## config.mk

```make
export PLATFORM = sky130hd
export DESIGN_NAME = uart_rx_buffer
export DESIGN_NICKNAME = d
export VERILOG_FILES = /design/src/rtl/uart_rx_buffer.sv
export SDC_FILE = /design/constraint.sdc
export NUM_CORES = 1
export LEC_CHECK = 0
export ABC_AREA = 1
export BUFFER_PORTS_ARGS = -buffer_cell sky130_fd_sc_hd__buf_2
export CAP_MARGIN = 0
export CORE_ASPECT_RATIO = 1.75
export CORE_MARGIN = 2
export CORE_UTILIZATION = 40
export DETAILED_ROUTE_END_ITERATION = 6
export GPL_TIMING_DRIVEN = 0
export HOLD_SLACK_MARGIN = 0.03
export PLACE_DENSITY = 0.59
export SKIP_CTS_REPAIR_TIMING = 1
export SLEW_MARGIN = 20
export SYNTH_ARGS = -nofsm -noshare
export SYNTH_HDL_FRONTEND = slang
export SYNTH_SLANG_ARGS = --single-unit
```

## constraint.sdc

```tcl
create_clock -name clk -period 5.1 [get_ports clk]
set_clock_uncertainty 0.15 [all_clocks]
set_input_delay 0.51 -clock clk [delete_from_list [all_inputs] [get_ports clk]]
set_output_delay 0.51 -clock clk [all_outputs]
set_load 0.005 [all_outputs]
```

## src/rtl/uart_rx_buffer.sv

```systemverilog
// Receive-side FWFT buffer: synchronizes the receiver's data_valid level, captures
// one entry per frame on its rising edge, and serves entries over valid/ready.
module uart_rx_buffer #(
  parameter int DATA_WIDTH  = 8,
  parameter int DEPTH       = 16,
  parameter int SYNC_STAGES = 2
) (
  input  logic                       clk,
  input  logic                       rst_n,
  input  logic [DATA_WIDTH-1:0]      rx_data,
  input  logic                       rx_perr,
  input  logic                       rx_valid,
  output logic [DATA_WIDTH-1:0]      m_data,
  output logic                       m_perr,
  output logic                       m_valid,
  input  logic                       m_ready,
  output logic [$clog2(DEPTH):0]     count,
  output logic                       full,
  output logic                       empty,
  output logic                       overrun,
  input  logic                       clr_overrun
);

  localparam int AW = $clog2(DEPTH);
  localparam int CW = AW + 1;

  logic [SYNC_STAGES-1:0] sync_q, sync_d;
  logic                   prev_q, prev_d;
  logic [CW-1:0]          wr_ptr_q, wr_ptr_d;
  logic [CW-1:0]          rd_ptr_q, rd_ptr_d;
  logic                   overrun_q, overrun_d;
  logic [DATA_WIDTH:0]    mem_q [DEPTH];

  logic sync_out;
  logic wr;
  logic rd;
  logic wr_accept;
  logic wr_drop;

  assign sync_out = sync_q[SYNC_STAGES-1];
  assign wr       = sync_out & ~prev_q;
  assign rd       = m_valid & m_ready;

  // A full FIFO still accepts a write when the same cycle frees the head slot.
  assign wr_accept = wr & (~full | rd);
  assign wr_drop   = wr & full & ~rd;

  assign count   = wr_ptr_q - rd_ptr_q;
  assign full    = (count == CW'(DEPTH));
  assign empty   = (count == '0);
  assign m_valid = ~empty;
  assign overrun = overrun_q;
  assign {m_perr, m_data} = mem_q[rd_ptr_q[AW-1:0]];

  always_comb begin
    sync_d    = {sync_q[SYNC_STAGES-2:0], rx_valid};
    prev_d    = sync_out;
    wr_ptr_d  = wr_ptr_q;
    rd_ptr_d  = rd_ptr_q;
    overrun_d = overrun_q;
    if (wr_accept) wr_ptr_d = wr_ptr_q + CW'(1);
    if (rd)        rd_ptr_d = rd_ptr_q + CW'(1);
    if (wr_drop)          overrun_d = 1'b1;
    else if (clr_overrun) overrun_d = 1'b0;
  end

  // Synchronizer and edge register reset high so a level already present at
  // reset release never produces a write.
  always_ff @(posedge clk or negedge rst_n) begin
    if (!rst_n) begin
      sync_q    <= '1;
      prev_q    <= 1'b1;
      wr_ptr_q  <= '0;
      rd_ptr_q  <= '0;
      overrun_q <= 1'b0;
    end else begin
      sync_q    <= sync_d;
      prev_q    <= prev_d;
      wr_ptr_q  <= wr_ptr_d;
      rd_ptr_q  <= rd_ptr_d;
      overrun_q <= overrun_d;
    end
  end

  always_ff @(posedge clk) begin
    if (wr_accept) mem_q[wr_ptr_q[AW-1:0]] <= {rx_perr, rx_data};
  end

endmodule

```

======== Word-level counts from Yosys, hierarchy flattened ========
Memories as Yosys holds them, arrays and structs flattened.
Index checks and enable logic that the tools add are counted.
storage, ports and cells
  output and inout port bits .............. 18
  flip-flop bits (word level) ............. 14
  input port bits ......................... 14
  memories kept ........................... 1
  RAM bits ................................ 144
  logic and storage cells ................. 26
memories
  name   words  width  read ports  clocked after Yosys merged registers in  wr ports  RTL line  text
  mem_q  16     9      1           0                                        1         32        logic [DATA_WIDTH:0] mem_q [DEPTH];
cells by class
  reductions and logical operators ........ 2
  bitwise gates (word level) .............. 10
  equal/unequal tests ..................... 1
  mux-type cells .......................... 4
  add/subtract/negate cells ............... 3
operators with widths
  kind                 number
  $add 5x1->5 const B  2
  $and 1x1->1          5
  $eq 5x5->1 const B   1
  $logic_not 5->1      1
  $sub 5x5->5          1
  $mux 1               4
  $not 1->1            4
  $reduce_bool 2->1    1
  $or 1x1->1           1

======== Longest topological paths before layout ========
Gate-level depths: netlist (run 1).
  depth after elaboration ................. 8
  depth in mapped cells ................... 13
  depth with buffers taken out ............ 13

======== Least setup slack after synthesis (run 1) ========
No wires, ideal clock.
  kind .................................... register to register
  from .................................... reg rd_ptr_q[1]
  to ...................................... mem mem_q[12][0] in the netlist's numbering (enable)
  required time ........................... 4.576 ns
  stages on the path, launching flop included .. 10
  setup time .............................. 0.374 ns
  arrival ................................. 2.256 ns
  path slack .............................. 2.319 ns
  path through ............................ dfrtp_1 -> inv_1 -> clkbuf_1 -> fa_1 -> xor2_1 -> nor2_2 -> nand4_4 -> nand2_4 -> buf_4 -> nor2_1
between the ends
  word-level cells in the longest chain between the ends .. 8
  elaborated cells between the ends (all ways) .. 10
  those cells by class .................... add/sub: 1; eq/ne: 1; mux: 2; bitwise: 5; reduce/logical: 1
ends and longest elaborated chain
  item                              RTL line  text
  start: declaration                30        logic [CW-1:0] rd_ptr_q, rd_ptr_d;
  start signal: assignment          80        rd_ptr_q <= rd_ptr_d;
  $sub 5x5->5 (*)                   48        assign count = wr_ptr_q - rd_ptr_q;
  net count[2]                      17        output logic [$clog2(DEPTH):0] count,
  $logic_not 5->1                   50        assign empty = (count == '0);
  $not 1->1                         51        assign m_valid = ~empty;
  $and 1x1->1                       42        assign rd = m_valid & m_ready;
  $or 1x1->1 (*)                    45        assign wr_accept = wr & (~full | rd);
  $and 1x1->1 (*)                   45
  $mux 1 (*)                        86        if (wr_accept) mem_q[wr_ptr_q[AW-1:0]] <= {rx_perr, rx_data};
  $mux 1 (implied by the code) (*)  86
  end: declaration                  32
Mark *: on every way through the listed nets, which the timed path passes. The rest lies on a longest branch.

======== Final worst setup path (run 1) ========
  from .................................... reg rd_ptr_q[1]
  to ...................................... out empty
between the ends
  word-level cells in the longest chain between the ends .. 2
ends and longest elaborated chain
  item              RTL line  text
  $sub 5x5->5       48
  $logic_not 5->1   50
  end: declaration  19        output logic empty,
No other way between the ends.

==> results.yml, run 1 <==
synth:
  ys_warn_count: 0
  syn_nets: 569
  yosys.cell_count.top_type: "edfxtp_1"
  synth_common_cells: "144 x edfxtp_1, 105 x nor2_1, 74 x o21ai_0"
  async_flop_share_pct: 8.86
  synth_edf_count: 144
  syn_area_sq_um: 6620
  syn_inst: 545
  synth.distinct_cells: 30
  synth_area_leaders: "edfxtp_1 65%, nor2_1 6.0%, o21ai_0 5.6%"
  ys_seq_area_share_pct: 70.7
  synth_ff_type: "edfxtp_1"
  syn_area_per_cell_sq_um: 12.1
  synth_seq_cells: 158
  yosysTopAreaCell: "edfxtp_1"
  synth_top_area_share_pct: 65.3
worst_setup_path:
  arrival_ns: 3.05
  timing.rr.start: "rd_ptr_q[1]$_DFFE_PN0P_"
  start_kind: "flip-flop"
  crit_required_ns: 4.44
  cp_max_fo: 11
  path_class: "flip-flop to output pin"
  endpoint_kind: "output pin"
  worst-r2r-setup-slack_ns: 1.55
  crit_start: "rd_ptr_q[1]$_DFFE_PN0P_"
clock_network:
  cts-root-buf: "clkbuf_16"
  cts_made_buffers: 17
  h-tree-depth: 4
  clkSinkCount: 158
  clk_pin_slew_ns: 0.06
  clk_latency_ns: 0.43
  cts_buffer_depth: 2
  tritoncts: "done"
detailed_routing:
  drt-total-wl_mm: 17.2
  vias_per_cell: 5.50
  first_pass_iters: 5
  wire_per_inst_microns: 21.4
  vias: 4410
  drt_iter0_drc: 446
  drc: 0
  drtAntennaViolNets: 0
job:
  max_cap_viol_count: 0
floorplanning:
  dieArea_sq_um: 17600
  row_count: 62
  die_h_microns: 174
  start_util_pct: 40.6
  fp.dieW_microns: 101
  core_area_sq_um: 16300
  pin_count: 32
sta:
  worstMarginPinSlew_ns: 0.937
  layout_min_cycle_time_ns: 3.71
  setup_violations: 0
  clock.fmax_ghz: 0.270
  slew_viol_final: 0
  max_slew_margin_pct: 37.3
  hold_viol: 0
  rsz0062_at_grt: "false"
  period_share_pct: 72.7
  tns_ns: 0
min_path:
  hp-start: "clr_overrun"
  hp-class: "input port to flip-flop"
finish:
  diodes: 0
  final_nets: 621
  fill_cells: 1460
  drive_above_1_share_pct: 15.1
  area_growth_pct: 14.4
global_routing:
  antenna_found_initial: 0
  grt_pass1_wl_mm: 25.8
  grt_max_degree: 17
  overflow: 0
  grt_use_total_pct: 20.5
  grt_pass1_vias: 4411
power:
  power.density_nw_per_um2: 572
  total_power_w: 0.00433
  p_leak_nw: 2.66
  ir_worst_vdd_mv: 0.430
status:
  outcome: "finished, final reports clean"
placed_design:
  place_hpwl_mm: 11.9
  gp_congestion: 0.897
  port_buffers: 31
path summary, 6_finish.rpt:
kind,to,depth (start not counted)
max,empty,8
min,overrun$_DFFE_PN0P_,2
max reg2reg,mem_q[12][1]$_DFFE_PP_,11
min reg2reg,sync_q[1]$_DFF_PN1_,0
max in group asynchronous,sync_q[1]$_DFF_PN1_,2
min in group asynchronous,rd_ptr_q[4]$_DFFE_PN0P_,2
state kept, by name, indices dropped and copies added, names as in the netlist:
register / flops
prev_q: 1
mem_q: 144
sync_q: 2
wr_ptr_q: 5
rd_ptr_q: 5
overrun: 1
critical path, cell delays in order, from the launching register on:
cell and delay [ns]:
dfrtp_1 0.45, inv_1 0.23, clkbuf_1 0.49, fa_1 0.55, or2_0 0.26, nor2_2 0.22
nand3_2 0.23, inv_1 0.09, buf_2 0.11
area by class of cell:
| class | count | area [sq um] | area share [%] |
|---|---|---|---|
| Timing Repair Buffer | 33 | 175 | 2.31 |
| Clock buffer | 17 | 425 | 5.62 |
| Tap cell | 192 | 240 | 3.17 |
| Inverter | 19 | 71.3 | 0.942 |
| Sequential cell | 158 | 4680 | 61.8 |
| Multi-Input combinational cell | 340 | 1730 | 22.8 |
| Clock inverter | 15 | 114 | 1.50 |
| Buffer | 28 | 139 | 1.83 |
cells by family (layout without fill, tap and decap cells):
group	Yosys count	in the layout	share of synthesized area [%]
adders and majority gates	10	10	2.00
and+or+nand+nor	208	208	13.2
xor gates and xnor gates	9	9	1.19
DFF	158	158	70.7
AOI/OAI and AO/OA	113	113	9.70
buffers and inverters	47	112	3.18
power by group:
group	switching, W	total (W)	internal (W)	leakage [nW]
registers	0.0000548	0.00155	0.00150	1.47
logic	0.00111	0.00163	0.000515	0.935
clock network	0.000529	0.00115	0.000625	0.255
total	0.00169	0.00433	0.00264	2.66
layout by cell type, fill, tap and decap left out:
cell type,count
a21oi_1,2
buf_1,2
buf_2,43
buf_4,2
buf_8,1
clkbuf_1,11
clkbuf_16,17
clkinv_1,4
clkinv_2,1
clkinv_4,6
clkinvlp_4,3
dfrtp_1,11
dfstp_2,3
dlygate4sd3_1,2
edfxtp_1,144
fa_1,1
ha_1,9
inv_1,15
inv_2,2
inv_6,3
nand2_1,58
nand2_2,7
nand2_4,1
nand3_1,33
nand3_2,1
nand4_4,1
nor2_1,105
nor2_2,1
o211ai_1,11
o21ai_0,74
o21ai_1,1
o221ai_1,7
o22ai_1,18
or2_0,1
xnor2_1,3
xor2_1,6
through the flow:
| stage | instance area (sq um) | hold WS [ns] | setup slack (ns) | cells | util, % |
|---|---|---|---|---|---|
| finish | 7570 | 0.116 | 1.39 | 802 | 46.5 |
| global route | 7570 | 0.121 | 1.18 | 802 | 46.5 |
| CTS | 7550 | -0.166 | 1.35 | 800 | 46.4 |
| detailed placement | 7010 | 0.202 | 1.47 | 768 | 43.0 |
| global placement | 7010 | 0.200 | 1.55 | 768 | 43.0 |
| floorplan | 6620 | 0.0644 | 2.32 | 545 | - |
metal layers:
metal	vias up	track usage (%)	routed length, microns
met3	35	4.02	695
met2	147	36.3	9390
met4	0	10.3	693
met1	2171	22.9	6430
met5	-	0	0
li1	2057	-	-
Note: power is estimated with default switching activity, not from simulation.
==> inputs of run 2 (changes only) <==
--- a/config.mk
+++ b/config.mk
@@ -5,7 +5,7 @@
 export SDC_FILE = /design/constraint.sdc
 export NUM_CORES = 1
 export LEC_CHECK = 0
-export ABC_AREA = 1
+export ABC_AREA = 0
 export BUFFER_PORTS_ARGS = -buffer_cell sky130_fd_sc_hd__buf_2
 export CAP_MARGIN = 0
 export CORE_ASPECT_RATIO = 1.75
==> constraint.sdc (replaced) <==
create_clock -name clk -period 3.45 [get_ports clk]
set_clock_uncertainty 0.15 [all_clocks]
set_input_delay 0.345 -clock clk [delete_from_list [all_inputs] [get_ports clk]]
set_output_delay 0.345 -clock clk [all_outputs]
set_load 0.005 [all_outputs]
==> run 2 against run 1 <==
Routed wire length down 19%. Non-clock buffer count unchanged. Worst setup slack worse by 1.3 ns. Sequential power up 51%. Via count down 23%. Hold slack worse by 0.023 ns. First-iteration DRC count down 35%. Register-to-register slack worse by 1.4 ns. Critical endpoint is now mem_q[13][5]$_DFFE_PP_. Largest cell class unchanged.
==> results.yml, run 2 <==
floorplanning:
  die_h_microns: 172
  row_count: 61
  core_area_sq_um: 15800
  dieArea_sq_um: 17100
  start_util_pct: 40.7
  pin_count: 32
  fp.dieW_microns: 99.8
worst_setup_path:
  arrival_ns: 3.29
  start_kind: "flip-flop"
  path_class: "flip-flop to flip-flop"
  cp_max_fo: 10
  path_cells: "clkbuf_4 > clkinvlp_4 > ha_1 > xor2_2 > and4b_4 > o2111ai_4 > nand2_2 > nor2_4 > buf_12"
  max_stage_delay_ns: 0.45
  endpoint_kind: "flip-flop"
  cp_slowest_cell: "ha_1"
  crit_required_ns: 3.43
finish:
  area_growth_pct: 23.5
  largest_reg_flops: 144
  fin_area_sq_um: 7940
  fill_cells: 1234
  diodes: 0
  most-common-layout-cells: "144 x edfxtp_1, 41 x nand2_1, 36 x mux4_2"
  layout_commonest_cell: "edfxtp_1"
  final_nets: 442
  drive_above_1_share_pct: 36.4
synth:
  async_flop_share_pct: 8.86
  synth_edf_count: 144
  synth_area_leaders: "edfxtp_1 67%, mux4_2 13%, dfrtp_1 4.3%"
  yosysTopAreaCell: "edfxtp_1"
  synth.distinct_cells: 39
  synth_ff_type: "edfxtp_1"
  syn_area_sq_um: 6430
  synth_seq_cells: 158
  syn_nets: 372
  ys_warn_count: 0
  synth_common_cells: "144 x edfxtp_1, 45 x nand2_1, 36 x mux4_2"
  yosys.cell_count.top_type: "edfxtp_1"
  syn_inst: 348
  ys_seq_area_share_pct: 72.8
  synth_top_area_share_pct: 67.3
  syn_area_per_cell_sq_um: 18.5
power:
  ir_worst_vdd_mv: 0.505
  power.density_nw_per_um2: 842
  p_leak_nw: 2.71
sta:
  period_share_pct: 95.9
  max_slew_margin_pct: 54.2
  fin_ws_ns: 0.140
  layout_min_cycle_time_ns: 3.31
  setup_violations: 0
  hold_viol: 0
  worstMarginPinSlew_ns: 0.688
  clock.fmax_ghz: 0.302
  slew_viol_final: 0
  rsz0062_at_grt: "true"
clock_network:
  clkSinkCount: 158
  cts_made_buffers: 17
  cts-root-buf: "clkbuf_16"
  h-tree-depth: 4
  cts_buffer_depth: 2
  clk_pin_slew_ns: 0.06
  clk_latency_ns: 0.41
  tritoncts: "done"
status:
  outcome: "finished, final reports clean"
global_routing:
  grt_pass1_vias: 3570
  overflow: 0
  grt_use_total_pct: 16.8
  antenna_found_initial: 0
  grt_pass1_wl_mm: 20.3
  grt_max_degree: 18
placed_design:
  placed_cell_area_sq_um: 6820
  gp_congestion: 0.803
  pre_cts_ws_ns: -0.880
  place_hpwl_mm: 9.29
  port_buffers: 31
job:
  max_cap_viol_count: 0
detailed_routing:
  first_pass_iters: 4
  vias: 3375
  drtAntennaViolNets: 0
  drt-total-wl_mm: 14.0
  drc: 0
  drt_iter0_drc: 288
  wire_per_inst_microns: 22.5
  vias_per_cell: 5.44
min_path:
  hp-class: "input port to flip-flop"
## run 2: layer usage
metal	wire (microns)	GRT usage, %	up-vias
met5	0	0	-
met1	5030	19.1	1722
met3	871	3.49	24
met4	441	6.25	0
met2	7620	30.9	128
li1	-	-	1501
## run 2: final timing paths
path	start	end	slack, ns	cells past startpoint
worst max-delay path	rd_ptr_q[2]$_DFFE_PN0P_	mem_q[13][5]$_DFFE_PP_	0.14	9
worst min-delay path	m_ready	rd_ptr_q[4]$_DFFE_PN0P_	0.09	3
worst max register to register	rd_ptr_q[2]$_DFFE_PN0P_	mem_q[13][5]$_DFFE_PP_	0.14	9
worst min register to register	sync_q[0]$_DFF_PN1_	sync_q[1]$_DFF_PN1_	0.21	0
max in group asynchronous	rst_n	sync_q[0]$_DFF_PN1_	2.63	2
min in group asynchronous	rst_n	rd_ptr_q[1]$_DFFE_PN0P_	0.21	2
## run 2: final cells by class
| cell class | count | area [sq um] | share of cell area (%) |
|---|---|---|---|
| buffer | 11 | 55.1 | 0.693 |
| multi-input combinational | 167 | 1800 | 22.6 |
| timing repair inverter | 1 | 5.00 | 0.0630 |
| sequential | 158 | 4680 | 58.9 |
| clock inverter | 15 | 195 | 2.46 |
| tap | 189 | 236 | 2.98 |
| timing repair buffer | 50 | 493 | 6.21 |
| inverter | 12 | 52.6 | 0.662 |
| clock buffer | 17 | 425 | 5.36 |
## run 2: cells by family after synthesis
group | after synthesis | synth area share, %
and+or+nand+nor | 91 | 6.72
AOI/OAI and AO/OA | 17 | 2.40
xor gates and xnor gates | 11 | 1.50
muxes | 38 | 13.0
adders and majority gates | 10 | 2.06
buffers and inverters | 23 | 1.50
DFF | 158 | 72.8
## run 2: where the power goes
group          internal (W)  switching [W]
Combinational       0.00105        0.00135
Sequential          0.00225      0.0000960
Clock               0.00111       0.000828
## run 2: critical path: cells and delay by family, from the launching register on
kind / cells / cell delay (ns)
AOI/OAI and AO/OA: 1 / 0.39
xor gates and xnor gates: 1 / 0.24
adders and majority gates: 1 / 0.45
buffers and inverters: 3 / 0.65
DFF: 1 / 0.41
and+or+nand+nor: 3 / 0.72
## run 2: metrics by stage
stage | cells | hold slack (ns) | setup TNS (ns) | power [W] | util [%]
2_1_floorplan | 348 | -0.101 | 0 | 0.00385 | -
3_3_place_gp | 568 | 0.112 | -105.49 | 0.00454 | 43.2
3_5_place_dp | 568 | 0.119 | -112.46 | 0.00459 | 43.2
4_1_cts | 600 | -0.332 | -115.29 | 0.00653 | 47.1
5_1_grt | 620 | 0.0929 | -4.78 | 0.00702 | 50.2
6_report | 620 | 0.0930 | 0 | 0.00669 | 50.2
==> inputs of run 3 (changes only) <==
--- a/config.mk
+++ b/config.mk
@@ -8,13 +8,15 @@
 export ABC_AREA = 0
 export BUFFER_PORTS_ARGS = -buffer_cell sky130_fd_sc_hd__buf_2
 export CAP_MARGIN = 0
+export CELL_PAD_IN_SITES_DETAIL_PLACEMENT = 1
+export CELL_PAD_IN_SITES_GLOBAL_PLACEMENT = 2
 export CORE_ASPECT_RATIO = 1.75
 export CORE_MARGIN = 2
 export CORE_UTILIZATION = 40
 export DETAILED_ROUTE_END_ITERATION = 6
 export GPL_TIMING_DRIVEN = 0
 export HOLD_SLACK_MARGIN = 0.03
-export PLACE_DENSITY = 0.59
+export PLACE_DENSITY = 0.72
 export SKIP_CTS_REPAIR_TIMING = 1
 export SLEW_MARGIN = 20
 export SYNTH_ARGS = -nofsm -noshare
==> run 3 against run 2 <==
Worst setup slack better by 0.013 ns. Register-to-register slack hardly changed. Highest routed layer unchanged. Global-route usage is 1.8 points higher. Clock power is 3% lower. Total power is 0.16% lower. Non-clock buffer count is 2 higher. Core utilization is 0.063 points lower. Critical path depth is 1 lower. Combinational power is 2% higher. Design area is 0.13% lower. Flip-flop and latch count stayed put. Final cell count is 0.16% higher.
==> results.yml, run 3 (same netlist as run 2, synthesis figures left out) <==
worst_setup_path:
  path_cells: "clkinv_1 > fa_1 > xor2_2 > and4b_4 > o2111ai_4 > nand2_2 > nor2_4 > buf_12"
  max_stage_delay_ns: 0.57
  endpoint_kind: "flip-flop"
  worst-r2r-setup-slack_ns: 0.15
  path_buf_inv: 2
  reg2regPathDepth: 8
  crit_required_ns: 3.43
  path_class: "flip-flop to flip-flop"
  cp_max_fo: 11
  cp_top_family: "simple AND/OR/NAND/NOR gates"
  crit_cells: 8
  cp_slowest_cell: "fa_1"
  arrival_ns: 3.28
  timing.rr.start: "rd_ptr_q[1]$_DFFE_PN0P_"
  start_kind: "flip-flop"
  worstReg2RegEnd: "mem_q[13][0]$_DFFE_PP_"
power:
  p_switching_w: 0.00222
  power.density_nw_per_um2: 842
  total_power_w: 0.00667
  combPwrFrac_pct: 36.7
  ir_worst_vdd_mv: 0.466
  sequentialPowerShare_pct: 35.2
  switching_share_pct: 33.3
  pwr-share-clk_pct: 28.1
  p_leak_nw: 2.70
  p_int_w: 0.00445
finish:
  fin_util_pct: 50.2
  final_nets: 443
  fill_cells: 1450
  drive_above_1_share_pct: 36.3
  diodes: 0
  largest_reg_flops: 144
  layout_commonest_cell: "edfxtp_1"
  layout.cells.non_filler: 621
  most-common-layout-cells: "144 x edfxtp_1, 41 x nand2_1, 36 x mux4_2"
  area_growth_pct: 23.4
clock_network:
  cts_made_buffers: 17
  cts-root-buf: "clkbuf_16"
  clk_pin_slew_ns: 0.06
  cts_buffer_depth: 2
  h-tree-depth: 4
  clkSinkCount: 158
  tritoncts: "done"
  clk_latency_ns: 0.42
global_routing:
  grt_max_degree: 17
  grt_pass1_vias: 3619
  globalRouteMet3Util_pct: 3.49
  grt_use_met2_pct: 34.5
  grt_busiest_layer: "met2"
  grt_pass1_wl_mm: 22.1
  overflow: 0
  antenna_found_initial: 0
  grt_use_total_pct: 18.6
  met1_usage_pct: 20.9
sta:
  hold_viol: 0
  max_slew_margin_pct: 53.9
  clock.fmax_ghz: 0.303
  slew_viol_final: 0
  worst_hold_slack_ns: 0.101
  period_share_pct: 95.5
  worstMarginPinSlew_ns: 0.691
  setup_violations: 0
  layout_min_cycle_time_ns: 3.30
status:
  outcome: "finished, final reports clean"
min_path:
  holdPathEnd: "rd_ptr_q[3]$_DFFE_PN0P_"
  holdPathStages: 3
  hp-class: "input port to flip-flop"
  hp-start: "m_ready"
detailed_routing:
  first_pass_iters: 4
  drtAntennaViolNets: 0
  vias_per_cell: 5.43
  drc: 0
  drt-total-wl_mm: 15.1
  wire_per_inst_microns: 24.3
  vias: 3372
  drt_iter0_drc: 163
placed_design:
  place_hpwl_mm: 10.2
  dp.cells: 568
  gp_congestion: 0.760
  port_buffers: 31
floorplanning:
  pin_count: 32
  dieArea_sq_um: 17100
  fp.dieW_microns: 99.8
  die_h_microns: 172
  start_util_pct: 40.7
  row_count: 61
  core_area_sq_um: 15800
job:
  max_cap_viol_count: 0
-- run 3: changes by cell type in the layout (fill, tap and decap cells not counted), moves of 2 or more --
cell / change
buf_4: +2
inv_6: -2
clkinvlp_4: +3
inv_8: -6
clkinv_2: +2
-- run 3: area by class of cell --
type	count	area (sq um)	area share, %
clock inverters	14	169	2.13
clock buffers	18	429	5.41
plain buffers	11	55.1	0.694
multi-input cells	167	1800	22.7
repair buffers	52	508	6.41
flip-flops and latches	158	4680	59.0
inverters	12	52.6	0.663
well taps	189	236	2.98
-- run 3: power by group through the flow --
stage | combinational (W) | sequential (W) | clock (W)
after CTS | 0.00226 | 0.00236 | 0.00191
after detailed placement | 0.00225 | 0.00239 | 0
final | 0.00245 | 0.00235 | 0.00188
after global routing | 0.00268 | 0.00237 | 0.00197
after floorplan | 0.00150 | 0.00235 | 0
after global placement | 0.00219 | 0.00239 | 0
-- run 3: metrics by stage --
step	setup slack [ns]	area [sq um]	TNS [ns]
floorplan	0.203	6430	0
finish	0.154	7930	0
CTS	-1.09	7420	-140.13
detailed placement	-1.06	6820	-135.82
global route	-0.0261	7930	-0.273
global placement	-0.924	6820	-123.75
-- run 3: tightest hold or removal path, cell delays in order --
cell and delay (ns):
buf_2 0.14, nand3_1 0.09, xnor2_1 0.06
-- run 3: worst max path at each step --
stage,from,slack [ns],end
2_1_floorplan,rd_ptr_q[2]$_DFFE_PN0P_,0.20,mem_q[0][0]$_DFFE_PP_
3_3_place_gp,rd_ptr_q[2]$_DFFE_PN0P_,-0.92,mem_q[1][2]$_DFFE_PP_
3_5_place_dp,rd_ptr_q[2]$_DFFE_PN0P_,-1.06,mem_q[12][1]$_DFFE_PP_
6_report,rd_ptr_q[1]$_DFFE_PN0P_,0.15,mem_q[13][0]$_DFFE_PP_
4_1_cts,rd_ptr_q[2]$_DFFE_PN0P_,-1.09,mem_q[12][5]$_DFFE_PP_
5_1_grt,rd_ptr_q[1]$_DFFE_PN0P_,-0.03,mem_q[13][4]$_DFFE_PP_
-- run 3: metal layers --
metal,up-vias,share of wire (%),wire (microns)
met5,-,0,0
met4,0,2.1,311
met3,17,2.7,412
met2,72,58,8690
met1,1787,37,5650
li1,1496,-,-
